**src/rtl/aes_dec_pkg.sv**
```systemverilog
// Shared definitions for the masked AES-128 decryption controller.
package aes_dec_pkg;

   typedef enum logic [1:0] {
      StIdle = 2'd0,
      StRun  = 2'd1,
      StDone = 2'd2
   } dec_state_e;

   localparam int unsigned CYCLES_PER_ROUND = 7;
   localparam logic [2:0]  CNT_LAST         = 3'(CYCLES_PER_ROUND - 1);

   localparam logic [7:0]  RCON_DEC_FIRST   = 8'h36;
   localparam logic [7:0]  RCON_DEC_LAST    = 8'h01;
   // x^-1 in GF(2^8): shifting out a 1 folds back x^8+x^4+x^3+x+1 divided by x
   localparam logic [7:0]  RCON_INV_POLY    = 8'h8D;

   // Bit n set means InvShiftRows is applied in round slot n
   localparam logic [7:0]  DO_ISR_SLOTS     = 8'b0010_1010;

   function automatic logic [7:0] rcon_xinv(input logic [7:0] r);
      return r[0] ? ((r >> 1) ^ RCON_INV_POLY) : (r >> 1);
   endfunction

endpackage

```
**src/rtl/aes_dec_rcon_inv_gen.sv**
```systemverilog
// Round-constant register walking Rcon downward (multiply by x^-1) once per step.
module rcon_inv_gen
   import aes_dec_pkg::*;
(
   input  logic       clk,
   input  logic       rst,
   input  logic       clear,
   input  logic       step,
   output logic [7:0] Rcon
);

   logic [7:0] rcon_q, rcon_d;

   // Next constant: reload the first round value, step down, or hold
   always_comb begin
      rcon_d = rcon_q;
      if (clear) begin
         rcon_d = RCON_DEC_FIRST;
      end else if (step) begin
         rcon_d = rcon_xinv(rcon_q);
      end
   end

   // Rcon register with synchronous reset
   always_ff @(posedge clk) begin
      if (rst) begin
         rcon_q <= RCON_DEC_FIRST;
      end else begin
         rcon_q <= rcon_d;
      end
   end

   assign Rcon = rcon_q;

endmodule

```
**src/rtl/aes_dec_controller.sv**
```systemverilog
// Sequencing controller for the half-pipelined masked AES-128 decryption datapath.
// One start runs the initial AddRoundKey plus 10 inverse rounds of CYCLES_PER_ROUND cycles.
module aes_dec_controller
   import aes_dec_pkg::*;
(
   input  logic       clk,
   input  logic       rst,
   input  logic       start,
   output logic       KeyMuxSel,
   output logic       InputMuxSel,
   output logic       StateEN,
   output logic       SboxInputSelector,
   output logic       KeyRegEn,
   output logic       LoadKeySchedule,
   output logic       ShowRcon,
   output logic       DoISR,
   output logic       FinalRound,
   output logic [7:0] Rcon,
   output logic       busy,
   output logic       done
);

   dec_state_e state_q, state_d;
   logic [2:0] cnt_q, cnt_d;
   logic       slot_last;
   logic       rcon_clear;
   logic       rcon_step;

   assign slot_last  = (cnt_q == CNT_LAST);
   // Rcon is reloaded outside RUN so IDLE always shows the first-round constant
   assign rcon_clear = (state_q != StRun);
   assign rcon_step  = (state_q == StRun) && slot_last;

   rcon_inv_gen u_rcon_inv_gen (
      .clk   (clk),
      .rst   (rst),
      .clear (rcon_clear),
      .step  (rcon_step),
      .Rcon  (Rcon)
   );

   // State and round-slot counter registers
   always_ff @(posedge clk) begin
      if (rst) begin
         state_q <= StIdle;
         cnt_q   <= 3'd0;
      end else begin
         state_q <= state_d;
         cnt_q   <= cnt_d;
      end
   end

   // Next-state and counter logic
   always_comb begin
      state_d = state_q;
      cnt_d   = 3'd0;
      unique case (state_q)
         StIdle: begin
            if (start) begin
               state_d = StRun;
            end
         end
         StRun: begin
            cnt_d = slot_last ? 3'd0 : cnt_q + 3'd1;
            if (slot_last && (Rcon == RCON_DEC_LAST)) begin
               state_d = StDone;
            end
         end
         StDone: begin
            state_d = StIdle;
         end
         default: begin
            state_d = StIdle;
         end
      endcase
   end

   // Control decode from state, slot and current Rcon
   always_comb begin
      KeyMuxSel         = 1'b0;
      InputMuxSel       = 1'b0;
      StateEN           = 1'b0;
      SboxInputSelector = 1'b0;
      KeyRegEn          = 1'b0;
      LoadKeySchedule   = 1'b0;
      ShowRcon          = 1'b0;
      DoISR             = 1'b0;
      FinalRound        = 1'b0;
      busy              = 1'b0;
      done              = 1'b0;
      unique case (state_q)
         StRun: begin
            busy              = 1'b1;
            StateEN           = 1'b1;
            // Slot 2 lends the shared S-box to SubWord, so the key register waits
            KeyRegEn          = (cnt_q != 3'd2);
            SboxInputSelector = (cnt_q == 3'd2);
            DoISR             = DO_ISR_SLOTS[cnt_q];
            LoadKeySchedule   = slot_last || (cnt_q == 3'd0);
            ShowRcon          = slot_last;
            KeyMuxSel         = (Rcon == RCON_DEC_FIRST) && (cnt_q < 3'd2);
            InputMuxSel       = (Rcon == RCON_DEC_FIRST);
            FinalRound        = (Rcon == RCON_DEC_LAST);
         end
         StDone: begin
            done = 1'b1;
         end
         default: begin
         end
      endcase
      // Clear the key register alongside the controller during reset
      if (rst) begin
         KeyRegEn = 1'b1;
      end
   end

endmodule
```
**config.mk**
```make
export PLATFORM = sky130hd
export DESIGN_NAME = aes_dec_controller
export DESIGN_NICKNAME = d
export VERILOG_FILES = /design/src/rtl/aes_dec_pkg.sv /design/src/rtl/aes_dec_rcon_inv_gen.sv /design/src/rtl/aes_dec_controller.sv
export SDC_FILE = /design/constraint.sdc
export NUM_CORES = 1
export LEC_CHECK = 0
export CAP_MARGIN = 20
export CELL_PAD_IN_SITES_DETAIL_PLACEMENT = 1
export CELL_PAD_IN_SITES_GLOBAL_PLACEMENT = 2
export CORE_MARGIN = 2
export CORE_UTILIZATION = 33
export CTS_BUF_LIST = sky130_fd_sc_hd__clkbuf_16
export CTS_CLUSTER_DIAMETER = 80
export CTS_CLUSTER_SIZE = 28
export DETAILED_ROUTE_END_ITERATION = 10
export DONT_BUFFER_PORTS = 1
export GPL_TIMING_DRIVEN = 0
export PLACE_DENSITY = 0.83
export SLEW_MARGIN = 15
export SYNTH_ARGS = -nofsm -noshare
export SYNTH_HDL_FRONTEND = slang
export SYNTH_SLANG_ARGS = --single-unit
```
**constraint.sdc**
```tcl
create_clock -name clk -period 1.6 [get_ports clk]
set_input_delay 0.32 -clock clk [delete_from_list [all_inputs] [get_ports clk]]
set_output_delay 0.32 -clock clk [all_outputs]
set_load 0.005 [all_outputs]
```
# Yosys cells after proc, flatten, opt, wreduce, memory -nomap -nowiden
# Memory sizes are Yosys's and may differ from the RTL's. A register that Yosys moved wholly into a read port is not among the register bits.
# Cells that the tools add are included.
# W data, S select, Z words.
dict set report classes {
  addsub 1
  magnitude_cmp 2
  eq_ne 10
  n_mux 17
  bitwise_logic 2
  n_reduce_logical 9
}
# op n
set op_table {}
lappend op_table {{$mux W1} 12}
lappend op_table {{$eq A8 B1 Y1 const B} 1}
lappend op_table {{$eq A8 B6 Y1 const B} 1}
lappend op_table {{$mux W8} 1}
lappend op_table {{$lt A3 B4 Y1 const B} 1}
lappend op_table {{$mux W2} 2}
lappend op_table {{$ne A2 B1 Y1 const B} 2}
lappend op_table {{$not A3 Y4} 1}
lappend op_table {{$pmux W2 S2} 1}
lappend op_table {{$add A3 B1 Y3 const B} 1}
lappend op_table {{$eq A3 B2 Y1 const B} 1}
lappend op_table {{$eq A3 B3 Y1 const B} 1}
lappend op_table {{$logic_and A1 B1 Y1} 3}
lappend op_table {{$logic_not A3 Y1} 1}
lappend op_table {{$lt A3 B2 Y1 const B} 1}
lappend op_table {{$mux W3} 1}
lappend op_table {{$ne A3 B2 Y1 const B} 1}
lappend op_table {{$reduce_or A3 Y1} 1}
lappend op_table {{$eq A2 B1 Y1 const B} 1}
lappend op_table {{$eq A2 B2 Y1 const B} 1}
lappend op_table {{$logic_not A2 Y1} 1}
lappend op_table {{$ne A2 B2 Y1 const B} 1}
lappend op_table {{$reduce_and A2 Y1} 1}
lappend op_table {{$reduce_or A2 Y1} 1}
lappend op_table {{2 further kinds} 2}
dict set report totals {
  regBits 13
  mem_bits_ro 8
  inputBits 3
  output_inout_bits 19
  wordCells 45
  mem_count 1
}
# name depth word_bits read_ports rd_ports_with_merged_regs write_ports line_no
set mem_list {}
lappend mem_list {{(no name shown)} 8 1 1 1 0 aes_dec_controller.sv:98} ;# DoISR = DO_ISR_SLOTS[cnt_q];

# Logic depth before layout (Yosys ltp)
# Gate-level depths: netlist of the first run.
dict set report depth {
  depth_word 4
  depth_mapped 6
  depth_no_buf 5
}

# Cells and area by module
# Synthesis of the first run repeated with hierarchy kept, for this count alone.
dict set report unflattened {
  cells_unflattened 74
  area_unflattened_um2 680.7
}
# mod instances cells_per_inst area_per_inst_um2 seq_area_each_um2
set modules_own_cells {}
lappend modules_own_cells {aes_dec_controller 1 44 365.4 120.1}
lappend modules_own_cells {rcon_inv_gen 1 30 315.3 160.2}

# Worst setup path after synthesis of the first run
# Ideal clock, no wire load.
dict set report synth_path {
  path_type {register to output}
  from {register cnt_q[0]}
  to {output port LoadKeySchedule}
  arrival_ns 1.139
  required_ns 1.280
  setup_slack_ns 0.141
  stages_incl_launch_ff 6
  n_path_buf 1
  path_cell_list {dfxtp_1 inv_1 ha_1 nand2_1 clkbuf_1 a21oi_1}
}
dict set report synth_between {
  elab_chain_cells 3
  elab_cells_between_ends 4
  classes_between {1 x eq/ne; 1 x mux; 2 x reduce/logical}
}
# item line_no
set synth_rtl {}
lappend synth_rtl {{start, declared} aes_dec_controller.sv:24} ;# logic [2:0] cnt_q, cnt_d;
lappend synth_rtl {{start signal, assigned} aes_dec_controller.sv:49} ;# cnt_q <= cnt_d;
lappend synth_rtl {{$eq A3 B3 Y1 or $logic_not A3 Y1 (tied branches)} {aes_dec_controller.sv:29, aes_dec_controller.sv:99}}
lappend synth_rtl {{$logic_or A1 B1 Y1 (*)} aes_dec_controller.sv:99} ;# LoadKeySchedule = slot_last || (cnt_q == 3'd0);
lappend synth_rtl {{$mux W1 (*)} aes_dec_controller.sv:91} ;# unique case (state_q)
lappend synth_rtl {{end, declared} aes_dec_controller.sv:14} ;# output logic LoadKeySchedule,
# Every way passes the cells marked *; elsewhere a longest branch is shown, timed or not.

# Final worst setup path of the first run
dict set report layout_path {
  from {register u_rcon_inv_gen.rcon_q[3] (netlist: u_rcon_inv_gen.Rcon[3])}
  to {output port KeyMuxSel}
}
dict set report layout_between {
  elab_chain_cells 3
}
# item line_no
set layout_rtl {}
lappend layout_rtl {{start, declared} aes_dec_rcon_inv_gen.sv:12} ;# logic [7:0] rcon_q, rcon_d;
lappend layout_rtl {{start signal, assigned} aes_dec_rcon_inv_gen.sv:29} ;# rcon_q <= rcon_d;
lappend layout_rtl {{$eq A8 B6 Y1} aes_dec_controller.sv:101} ;# KeyMuxSel = (Rcon == RCON_DEC_FIRST) && (cnt_q < 3'd2);
lappend layout_rtl {{$logic_and A1 B1 Y1} aes_dec_controller.sv:101}
lappend layout_rtl {{$mux W1} aes_dec_controller.sv:91}
lappend layout_rtl {{end, declared} aes_dec_controller.sv:9} ;# output logic KeyMuxSel,
# Every way passes these cells.

==> metrics.txt, run 1 <==
# placed instances=107; Highest Clock Rate=640 MHz; data arrival time of the worst path=around 1.2 ns; overall overflow remaining after global route=0; Max Slew Vio Count=0; vias in the first global route=607; post-DR wirelength/cell=between 15 and 20 um; first-pass GRT wire length=2.95 mm; initial antenna violation count=0; dominant cell type by area after synthesis=sky130_fd_sc_hd__dfxtp_1; cell types occupying the most area after synthesis=sky130_fd_sc_hd__dfxtp_1, sky130_fd_sc_hd__ha_1, sky130_fd_sc_hd__nand2_1; Comb pwr share=5.2%; master cell of the clock root buffer=sky130_fd_sc_hd__clkbuf_16; Finished Layout Cells=117; post-synthesis area per instance=a little under 9 um^2; Syn Std Cell Area=708 um^2; Net Count, Synth=88; Clk network pwr share=54.1%; register share of total power=about 41%; core region area=around 0.0020 mm^2; Synth warnings=0; type of the worst setup path=register to output port; number of vias in the routed layout=between 500 and 600; area of the die=0.00253 mm^2; DIE WIDTH=50.3 um; total routing resource utilization after global routing=16.4%; Netlist cell types=29; register bit total from synthesis=14; total power per unit cell area=~940 mW/mm^2; cell area after placement=742 um^2; cell area after layout=around 940 um^2; number of DRC markers after the initial detailed-route iteration=1; Data required, critical path=1.28 ns; Clk Latency, worst-skew pair=approximately 0.25 ns; internal power consumption=704 uW; drt via density=4.97; HPWL Detailed=1.16 mm; number of sinks on the clock net=14; reported max-cap violation count=0; result of the run=finished clean; clock tree from TritonCTS=built; type of origin of the critical path=register; critical path peak fanout=4; worst supply voltage drop on vdd=728 uV; proportion of synthesized flip-flops having asynchronous set or reset=0%; TritonCTS buffer count=3; Pre-Repair DR Iteration Count=2; proportion of synthesized chip area in sequential cells=39.6%; count of port buffers added during placement=0; total negative slack=0 ns; Synth Instances=80; maximum clock path buffer count=2; transition time at the pin with the least slew margin=around 0.36 ns; count of unresolved DRC violations after routing=0; Worst Hold Class=input port to register; net switching power of the design=179 uW; final period utilization=a little over nine tenths; final antenna-violating net count=0; final hold viol count=0; Synth top area share=39.6%; switching share of total power=20.3%; Post-synth EDFFs=0; ratio of cells with drive above 1 in the final layout=38.9%; Synth Flop Type=sky130_fd_sc_hd__dfxtp_1; number of rows in the core area=16; die span in y=50.3 um; post-route clock skew=0.00289 ns; Worst-path clk slew=approximately 0.050 ns; RD Place Congestion=0.718; static power due to leakage=0.000411 uW; I/O pin count=22; Layout Nets=99; relative area change from synthesis to final layout=33.0%; unrepaired setup endpoints after global routing=true; wirelength, routed=1.80 mm; dpl ws=-0.121 ns; Finished Core Util=47.1%; CP endpoint kind=output port; normalized max-slew margin=75.8%; Antenna Diode Count=0; maximum number of pins on one net before global-route repair=13; Initial Util=a little over a third; slack of the critical path=0.0369 ns; Max H-tree Level=1; final critical delay including setup and external delays=1.56 ns; total of endpoints with negative setup slack in the final report=0
-- cell type report --
| type | count | area, um^2 |
|---|---|---|
| fillers | 232 | 1060 |
| multi-input cells | 58 | 454 |
| flip-flops and latches | 14 | 287 |
| clock buffers | 3 | 75.1 |
| repair buffers | 7 | 52.6 |
| well taps | 27 | 33.8 |
| inverters | 5 | 21.3 |
| plain buffers | 2 | 15.0 |
| clock inverters | 1 | 3.75 |
-- worst paths after layout --
kind                            slack, ns                           startpoint                      end  depth (start not counted)
worst max-delay path                 0.04  u_rcon_inv_gen.Rcon[3]$_SDFFE_PP0P_                KeyMuxSel                          3
worst min-delay path                 0.15                                  rst  state_q[0]$_SDFFE_PP0P_                          1
worst min register to register       0.48                  cnt_q[0]$_SDFF_PP0_                 register                          1
worst max register to register       0.06  u_rcon_inv_gen.Rcon[1]$_SDFFE_PP1P_  state_q[1]$_SDFFE_PP0P_                          9
-- stage by stage --
step           hold WS [ns]  power (uW)
2_1_floorplan         0.395         401
3_3_place_gp          0.397         409
3_5_place_dp          0.399         410
4_1_cts               0.139         896
5_1_grt               0.141         922
6_report              0.145         883
-- kinds of logic after synthesis --
| kind of cell | after synthesis | synth area share, % |
|---|---|---|
| DFF | 14 | 39.6 |
| adders and majority gates | 5 | 8.83 |
| and+or+nand+nor | 40 | 31.8 |
| AOI/OAI and AO/OA | 10 | 10.8 |
| buffers and inverters | 8 | 5.30 |
| xor gates and xnor gates | 3 | 3.71 |
-- metal layers --
layer,global-route usage [%],up-vias,part of all wire [%]
met5,0,-,0
met4,6.76,0,1.3
met3,7.44,3,8.2
met2,26.3,20,47
met1,18.7,268,43
li1,-,290,-
-- synth_stat cells (3+ instances only) --
| master | number |
|---|---|
| sky130_fd_sc_hd__inv_1 | 4 |
| sky130_fd_sc_hd__nor2_1 | 7 |
| sky130_fd_sc_hd__nand2_1 | 13 |
| sky130_fd_sc_hd__ha_1 | 5 |
| sky130_fd_sc_hd__dfxtp_1 | 14 |
| sky130_fd_sc_hd__nor3_1 | 3 |
| sky130_fd_sc_hd__a21oi_1 | 3 |
-- layout by cell type (no fill, tap or decap), drive strengths merged, types with 2 or more instances in the layout --
master / netlist / routed
a211oi: 3 / 3
a21oi: 3 / 3
and2: 2 / 2
and3: 2 / 2
buf: 2 / 9
clkbuf: 1 / 3
dfxtp: 14 / 14
ha: 5 / 5
inv: 5 / 5
nand2: 14 / 14
nand2b: 3 / 3
nand3: 2 / 2
nor2: 7 / 7
nor3: 4 / 4
nor4: 2 / 2
o211ai: 2 / 2
xnor2: 2 / 2
-- sequential cells by signal, summed over array words and instances (netlist names), named ones only --
register,cells
state_q,2
u_rcon_inv_gen.Rcon,8
cnt_q,3
-- critical path, cell delays in order, from the launching register on --
cell and delay, ns:
sky130_fd_sc_hd__dfxtp_1 0.37, sky130_fd_sc_hd__nor3_4 0.25, sky130_fd_sc_hd__nand4_1 0.18, sky130_fd_sc_hd__nor4_2 0.21
-- power by group through the flow --
stage | Sequential [uW] | Combinational [uW] | Clock (uW)
after global routing | 360 | 51.1 | 510
after detailed placement | 368 | 42.5 | 0
after floorplan | 366 | 34.7 | 0
after global placement | 367 | 41.8 | 0
after CTS | 359 | 44.9 | 492
final | 360 | 45.5 | 477
-- timing repair --
action,CTS,global route
hold buffers,0,0
buffers inserted,5,2
gates resized for setup,15,4
pin swaps,5,4
setup endpoints to repair,4,6
(Power assumes the default switching activity.)
==> run 2, diff against run 1 <==
- RECOVER_POWER: unset -> 50
==> run 2 against run 1 <==
- critical path depth is the same
- highest routed layer unchanged
- count of clock-buffer cells in the layout stayed put
- setup slack barely moved
- utilization is 0.56 points lower
- fmax about the same
- worst hold slack worse by 0.0014 ns
- sequential share of layout area rose by 0.37 points
- largest power group unchanged
- clock skew up 0.0011 ns
- routed wire length is 0.45% lower
==> metrics.txt, run 2 (same netlist as run 1, synthesis figures left out) <==
result of the run=finished clean; number of sinks on the clock net=14; final antenna-violating net count=0; ratio of cells with drive above 1 in the final layout=~38%; number of vias in the routed layout=575; RR Startpoint=u_rcon_inv_gen.Rcon[1]$_SDFFE_PP1P_; die span in y=50.3 um; cells along the critical path=nor3_4, nand4_1, nor4_2; R2R depth=9; register share of total power=40.7%; area of the die=0.00253 mm^2; Pre-Repair DR Iteration Count=2; overall overflow remaining after global route=0; cell area after placement=between 700 and 800 um^2; final critical delay including setup and external delays=1.56 ns; DIE WIDTH=just over 50 um; number of flip-flops under the largest register name=8; maximum clock path buffer count=2; I/O pin count=22; relative area change from synthesis to final layout=31.4%; total power per unit cell area=948 mW/mm^2; critical path peak fanout=4; data arrival time of the worst path=1.24 ns; number of rows in the core area=16; Fin Hold WS=about 0.14 ns; Data required, critical path=around 1.3 ns; total of endpoints with negative setup slack in the final report=0; dpl ws=-0.121 ns; wirelength, routed=1.79 mm; start point of the critical path=u_rcon_inv_gen.Rcon[3]$_SDFFE_PP0P_; Max Slew Vio Count=0; post-cts hold buffer count=0; clock tree from TritonCTS=built; Clk Latency, worst-skew pair=around 0.25 ns; first-pass GRT wire length=roughly 3 mm; total routing resource utilization after global routing=16.4%; worst supply voltage drop on vdd=728 uV; RD Place Congestion=approximately 0.72; CP endpoint kind=output port; core region area=roughly 0.0020 mm^2; vias in the first global route=607; Comb pwr share=4.9%; launch point of the worst hold path=rst; Layout fillers=235; biggest cell delay along the critical path=0.37 ns; capturing point of the worst reg2reg path=state_q[1]$_SDFFE_PP0P_; type of origin of the critical path=register; setup slack of the most critical reg-to-reg path=0.06 ns; net switching power of the design=181 uW; unrepaired setup endpoints after global routing=true; CP endpoint=KeyMuxSel; initial antenna violation count=0; commonest cells after routing, fill and taps aside=sky130_fd_sc_hd__nand2_1, sky130_fd_sc_hd__dfxtp_1, sky130_fd_sc_hd__buf_4; final period utilization=between 90 and 100%; switching share of total power=between 20% and 30%; slack of the critical path=0.0372 ns; static power due to leakage=a little over 0.0004 uW; Max H-tree Level=1; Layout Nets=99; number of DRC markers after the initial detailed-route iteration=1; cell area after layout=931 um^2; number of cells traversed by the worst hold path=1; transition time at the pin with the least slew margin=between 0.4 and 0.5 ns; post-DR wirelength/cell=15.3 um; normalized max-slew margin=67.3%; master cell of the clock root buffer=sky130_fd_sc_hd__clkbuf_16; Antenna Diode Count=0; count of unresolved DRC violations after routing=0; Highest Clock Rate=640 MHz; TritonCTS buffer count=3; Initial Util=between 30% and 40%; Worst-path clk slew=about 0.05 ns; type of the worst setup path=register to output port; HPWL Detailed=1.16 mm; Max stage delay cell, worst path=sky130_fd_sc_hd__dfxtp_1; internal power consumption=702 uW; Worst Hold Class=input port to register; reported max-cap violation count=0; Clk network pwr share=54.4%; count of port buffers added during placement=0; final hold viol count=0; drt via density=4.91; post-route clock skew=between 0.004 and 0.005 ns; maximum number of pins on one net before global-route repair=13
-- run 2: power by group through the flow --
stage | Sequential (uW) | Combinational, uW | Clock [uW]
6_report | 359 | 42.8 | 480
5_1_grt | 360 | 48.5 | 510
4_1_cts | 359 | 44.9 | 492
3_5_place_dp | 368 | 42.5 | 0
3_3_place_gp | 367 | 41.8 | 0
2_1_floorplan | 366 | 34.7 | 0
-- run 2: how the worst min path moves through the flow --
stage	endpoint	slack (ns)
after global placement	state_q[0]$_SDFFE_PP0P_	0.40
after floorplan	state_q[0]$_SDFFE_PP0P_	0.40
after detailed placement	state_q[0]$_SDFFE_PP0P_	0.40
after CTS	state_q[0]$_SDFFE_PP0P_	0.14
final	state_q[0]$_SDFFE_PP0P_	0.14
after global routing	state_q[0]$_SDFFE_PP0P_	0.14
-- run 2: layer usage --
layer  vias up  track usage [%]  share of wire [%]
met5         -                0                  0
met4         0             6.76                1.3
met3         3             7.44                8.2
met2        20             26.3                 47
met1       263             18.7                 43
li1        289                -                  -
-- run 2: timing repair --
action / CTS / global route
endpoints found under the setup margin: 4 / 6
buffers inserted: 5 / 2
resized for setup: 15 / 4
pin swaps: 5 / 4
hold endpoints to repair: 0 / 0
-- run 2: layout make-up --
cell class                 count  area [um^2]  share of cell area [%]
buffer                         2         15.0                    1.61
clock buffer                   3         75.1                    8.06
clock inverter                 1         3.75                   0.403
inverter                       5         21.3                    2.28
multi-input combinational     58          443                    47.6
sequential                    14          287                    30.8
tap                           27         33.8                    3.63
timing repair buffer           7         52.6                    5.65
-- run 2: through the flow --
stage          TNS (ns)  power, uW  std cells  util (%)
2_1_floorplan         0        401         80         -
3_3_place_gp     -0.309        409        107      37.1
3_5_place_dp     -0.306        410        107      37.1
4_1_cts               0        896        115      45.6
5_1_grt         -0.0982        919        117      46.5
6_report              0        883        117      46.5
-- run 2: critical path: cells and delay by family (launching register included) --
family / cells / cell delay (ns)
flops: 1 / 0.37
simple gates: 3 / 0.64
